### src/rtl/pipeline_hazard_ctrl.sv
// Decode-stage hazard controller: load-use bubbles, memory-wait freeze and
// taken-branch squash, with saturating stall/flush counters and a sticky timeout flag.
module pipeline_hazard_ctrl #(
    parameter int REG_W       = 5,
    parameter int CNT_W       = 16,
    parameter int MEM_TIMEOUT = 15
) (
    input  logic             clk,
    input  logic             rst_n,
    input  logic [REG_W-1:0] id_src1,
    input  logic [REG_W-1:0] id_src2,
    input  logic             id_uses_src2,
    input  logic             id_branch_tkn,
    input  logic             ex_mem_read,
    input  logic [REG_W-1:0] ex_write_reg,
    input  logic             mem_req,
    input  logic             mem_ready,
    output logic             pc_write,
    output logic             ifid_write,
    output logic             ifid_flush,
    output logic             hazard_detected,
    output logic             pipe_freeze,
    output logic             mem_err,
    output logic [CNT_W-1:0] stall_cnt,
    output logic [CNT_W-1:0] flush_cnt
);

    typedef enum logic {RUN, MEM_WAIT} state_t;

    localparam logic [7:0]       TIMEOUT = 8'(MEM_TIMEOUT);
    localparam logic [CNT_W-1:0] CNT_MAX = '1;

    state_t     state, state_nxt;
    logic [7:0] wait_cnt, wait_cnt_nxt;
    logic       set_err;
    logic       luse;

    // Register 0 is hardwired, so a load targeting it never creates a dependency.
    assign luse = ex_mem_read && (ex_write_reg != '0) &&
                  ((ex_write_reg == id_src1) ||
                   (id_uses_src2 && (ex_write_reg == id_src2)));

    always_comb begin
        // NOTE: every output gets a default before any branch so no path infers a latch.
        state_nxt       = state;
        wait_cnt_nxt    = wait_cnt;
        set_err         = 1'b0;
        pc_write        = 1'b1;
        ifid_write      = 1'b1;
        ifid_flush      = 1'b0;
        hazard_detected = 1'b0;
        pipe_freeze     = 1'b0;

        if (!rst_n) begin
            // Held in reset: bubble into ID/EX, keep PC and IF/ID still.
            pc_write        = 1'b0;
            ifid_write      = 1'b0;
            hazard_detected = 1'b1;
        end else begin
            case (state)
                RUN: begin
                    if (mem_req && !mem_ready) begin
                        pipe_freeze  = 1'b1;
                        pc_write     = 1'b0;
                        ifid_write   = 1'b0;
                        state_nxt    = MEM_WAIT;
                        wait_cnt_nxt = 8'd1;
                    end else if (luse) begin
                        pc_write        = 1'b0;
                        ifid_write      = 1'b0;
                        hazard_detected = 1'b1;
                    end else if (id_branch_tkn) begin
                        ifid_flush = 1'b1;
                    end
                end
                MEM_WAIT: begin
                    pipe_freeze = 1'b1;
                    pc_write    = 1'b0;
                    ifid_write  = 1'b0;
                    if (mem_ready) begin
                        state_nxt    = RUN;
                        wait_cnt_nxt = 8'd0;
                    end else if (wait_cnt == TIMEOUT) begin
                        set_err      = 1'b1;
                        state_nxt    = RUN;
                        wait_cnt_nxt = 8'd0;
                    end else begin
                        wait_cnt_nxt = wait_cnt + 8'd1;
                    end
                end
                default: state_nxt = RUN;
            endcase
        end
    end

    // NOTE: state uses non-blocking assignments so every register samples pre-edge values.
    always_ff @(posedge clk or negedge rst_n) begin
        if (!rst_n) begin
            state     <= RUN;
            wait_cnt  <= 8'd0;
            mem_err   <= 1'b0;
            stall_cnt <= '0;
            flush_cnt <= '0;
        end else begin
            state    <= state_nxt;
            wait_cnt <= wait_cnt_nxt;
            mem_err  <= mem_err | set_err;
            if (!pc_write && (stall_cnt != CNT_MAX))
                stall_cnt <= stall_cnt + CNT_W'(1);
            if (ifid_flush && (flush_cnt != CNT_MAX))
                flush_cnt <= flush_cnt + CNT_W'(1);
        end
    end

endmodule
### config.mk
export PLATFORM = sky130hd
export DESIGN_NAME = pipeline_hazard_ctrl
export DESIGN_NICKNAME = d
export VERILOG_FILES = /design/src/rtl/pipeline_hazard_ctrl.sv
export SDC_FILE = /design/constraint.sdc
export NUM_CORES = 1
export LEC_CHECK = 0
export CAP_MARGIN = 30
export CORE_ASPECT_RATIO = 0.7
export CORE_MARGIN = 4
export CORE_UTILIZATION = 52
export CTS_CLUSTER_DIAMETER = 100
export DETAILED_ROUTE_END_ITERATION = 16
export PLACE_DENSITY = 0.94
export SKIP_LAST_GASP = 1
export SYNTH_ARGS = -nofsm -noshare
export SYNTH_HDL_FRONTEND = slang
export SYNTH_SLANG_ARGS = --single-unit
### constraint.sdc
create_clock -name clk -period 3.8 [get_ports clk]
set_clock_uncertainty 0.1 [all_clocks]
set_input_delay 0.57 -clock clk [delete_from_list [all_inputs] [get_ports clk]]
set_output_delay 0.57 -clock clk [all_outputs]
set_load 0.05 [all_outputs]
==> summary.txt <==
Layout
  • Layout Utilization: 73.1%
  • Area added between synthesis and finish: 32.2%
  • Proportion of layout cells with a drive suffix above 1: 8.33%
  • Antenna diodes: 0
  • Multi-input logic area: 1120 um^2
  • Fill cell total of the finished layout: 299
  • Most frequent standard cell in the layout excluding fill and tap cells: clkdlybuf4s50_1
  • Post-layout net count: 301
  • Top library cells by usage in the layout, fill and taps aside: clkdlybuf4s50_1, dfrtp_1, xnor2_1, nand3_1, nand2_1
  • Sequential standard cell area: 1050 um^2

Floorplanning
  • Floorplan core area: 4020 um^2
  • Die footprint: 5400 um^2
  • Io pins: 60
  • Overall die height: 62.7 um
  • Std cell rows: 19
  • Overall die width: 86.1 um
  • Effective utilization at floorplan: 55.3%

CTS
  • Clock latency on the worst-skew pair: 0.30 ns
  • Clk Tree Root Cell: clkbuf_8
  • Clock Pin Slew Worst Setup and Hold Paths: 0.07 ns
  • Clock tree from TritonCTS: yes
  • Sinks on the clock net: 42
  • Postcts setup bufs: 0
  • Clock H-tree levels: 2
  • CTS hold repair buffers: 0
  • Count of instances resized after the clock tree is built: 0
  • Maximum clock insertion buffer count: 2
  • Clock buffers created by TritonCTS: 5

Run status
  • Run status: finished clean

GRT
  • Vias in the first global route: 1818
  • Overall global routing resource usage: 20.7%
  • Largest net degree at the start of global routing: 51
  • Number of antenna violations at the first check in global routing: 0
  • Total congestion overflow: 0
  • First-pass GRT wire length: 8.77 mm

Drt
  • Wirelength, routed: 5.09 mm
  • Routed wl met3: 369 um
  • Detailed-router iteration count before antenna repair: 4
  • DR DRC count: 0
  • Uppermost routed layer: met4
  • M1 WL: 2.29 mm
  • DR vias/cell: 5.53
  • Iter 0 DRT Violations: 112
  • Count of vias placed by the detailed router: 1813
  • Mean routed wirelength per cell: 15.5 um
  • Antenna Nets Post-Route: 0
  • Met2 routed WL: 2.35 mm

Yosys
  • Sequential cell area fraction in the yosys report: 47.3%
  • Net count after synthesis: 237
  • Fraction of registers with async set or reset after synthesis: 100%
  • Post-synthesis instance area: 2220 um^2
  • Number of warnings printed during yosys synthesis: 0
  • Post-synth EDFFs: 0
  • Fraction of synthesized cell area taken by the top area cell type: 47.3%
  • Average size of a mapped cell: 10.5 um^2
  • Cell types with the largest area share after synthesis: dfrtp_1, xnor2_1, nand3_1
  • Distinct cell type count of the synthesized netlist: 39
  • Synthesis-stage register bit count: 42
  • Cells after Synth: 212
  • Top_reg_cell synth: dfrtp_1
  • Top cell type by total area after synthesis: dfrtp_1

Pwr
  • Pwr dens: 505 nW/um^2
  • Maximum resistive drop on vdd: 0.519 mV
  • Leakage: 0.00123 uW

Place
  • Final RePlAce weighted congestion: 0.814
  • I/O Buffers: 59
  • Dpl hpwl: 3.83 mm

Worst setup path
  • Start-to-end type of the worst setup path: input pin to output pin
  • Maximum single-stage delay on the critical path: 0.75 ns
  • Critical path cell sequence: clkdlybuf4s50_1 > nor2b_1 > o21ai_0 > inv_1 > clkdlybuf4s50_1
  • Data arrival time of the worst path: 2.50 ns
  • Setup crit start kind: input pin
  • Critical path's slowest cell: clkdlybuf4s50_1
  • Most frequent CP cell: clkdlybuf4s50_1
  • Required time of the critical path: 3.13 ns
  • Category of the worst setup path capture point: output pin
  • CP max FO: 7

STA
  • Setup repair after global routing missed its margin: false
  • Final Max Slew Viols: 0
  • Pin slew with the least headroom to its limit: 0.607 ns
  • Achievable Freq: 316 MHz
  • Period utilisation layout: 83.4%
  • Max_slew headroom: 59.4%
  • Shortest period the worst path allows: 3.17 ns
  • Summed negative setup slack over all endpoints: 0 ns
  • Final count of negative-setup-slack endpoints: 0
  • Hold Violations, Final: 0

Min path
  • Tightest Hold Check Type: input pin to asynchronous set/reset pin

Flow run
  • # Max-Cap Violations: 0
Yosys cell counts (all sizes together), types with 4 or more instances:
cell and number:
nor3 4, nand2 18, inv 6, nand3 23
dfrtp 42, xnor2 38, nor2 15, xor2 6
nand4 13, and3 10
final timing paths:
path	from	to	slack, ns	cells after the start
hold reg to reg	mem_err	mem_err	0.38	1
max in group asynchronous	rst_n	flush_cnt[12]	2.89	2
setup reg to reg	flush_cnt[3]	flush_cnt[1]	1.65	6
hold / removal	rst_n	stall_cnt[5]	0.29	2
setup / recovery	mem_ready	pipe_freeze	0.63	5
min in group clk	mem_err	mem_err	0.38	1
layout make-up:
type                    instances  area share [%]
repair buffers                 61            20.5
flip-flops and latches         42            35.8
well taps                      52            2.22
inverters                       6           0.767
multi-input cells             160            38.1
clock buffers                   7            2.60
routing by layer:
metal | global-route usage [%] | vias to the layer above
met5 | 0 | -
met4 | 7.51 | 0
met3 | 5.67 | 7
met2 | 31.7 | 64
met1 | 28.1 | 873
li1 | - | 869
report_power, final:
part | switching [uW] | leakage [uW] | total, uW | internal, uW
Sequential | 89.6 | 0.000561 | 608 | 519
Combinational | 374 | 0.000628 | 606 | 232
Clock | 143 | 0.0000383 | 270 | 126
registers in the layout, indices dropped and copies added, names as in the netlist:
signal     cells
wait_cnt       8
mem_err        1
flush_cnt     16
stall_cnt     16
state          1
metrics by stage:
stage	std cells	area, um^2	total power [uW]	setup WS, ns	hold WS [ns]
finish	328	2940	1480	0.633	0.292
global route	328	2940	1570	0.412	0.354
CTS	328	2940	1500	0.626	0.321
detailed placement	321	2860	1220	0.631	0.365
global placement	321	2860	1210	0.657	0.354
floorplan	212	2220	1010	0.627	0.174
critical path: cells and delay by family:
family | cells | cell delay (ns)
AO/OA/AOI/OAI | 1 | 0.32
buffers and inverters | 3 | 1.52
AND/OR/NAND/NOR | 1 | 0.08
cell families (layout without fill, tap and decap cells):
kind of cell | Yosys count | after routing | synth area share, %
and+or+nand+nor | 95 | 95 | 22.9
xor gates and xnor gates | 44 | 44 | 17.3
DFF | 42 | 42 | 47.3
AOI/OAI and AO/OA | 15 | 15 | 6.70
buffers and inverters | 10 | 74 | 2.36
adders and majority gates | 3 | 3 | 1.69
muxes | 3 | 3 | 1.69
(Power assumes the default switching activity.)
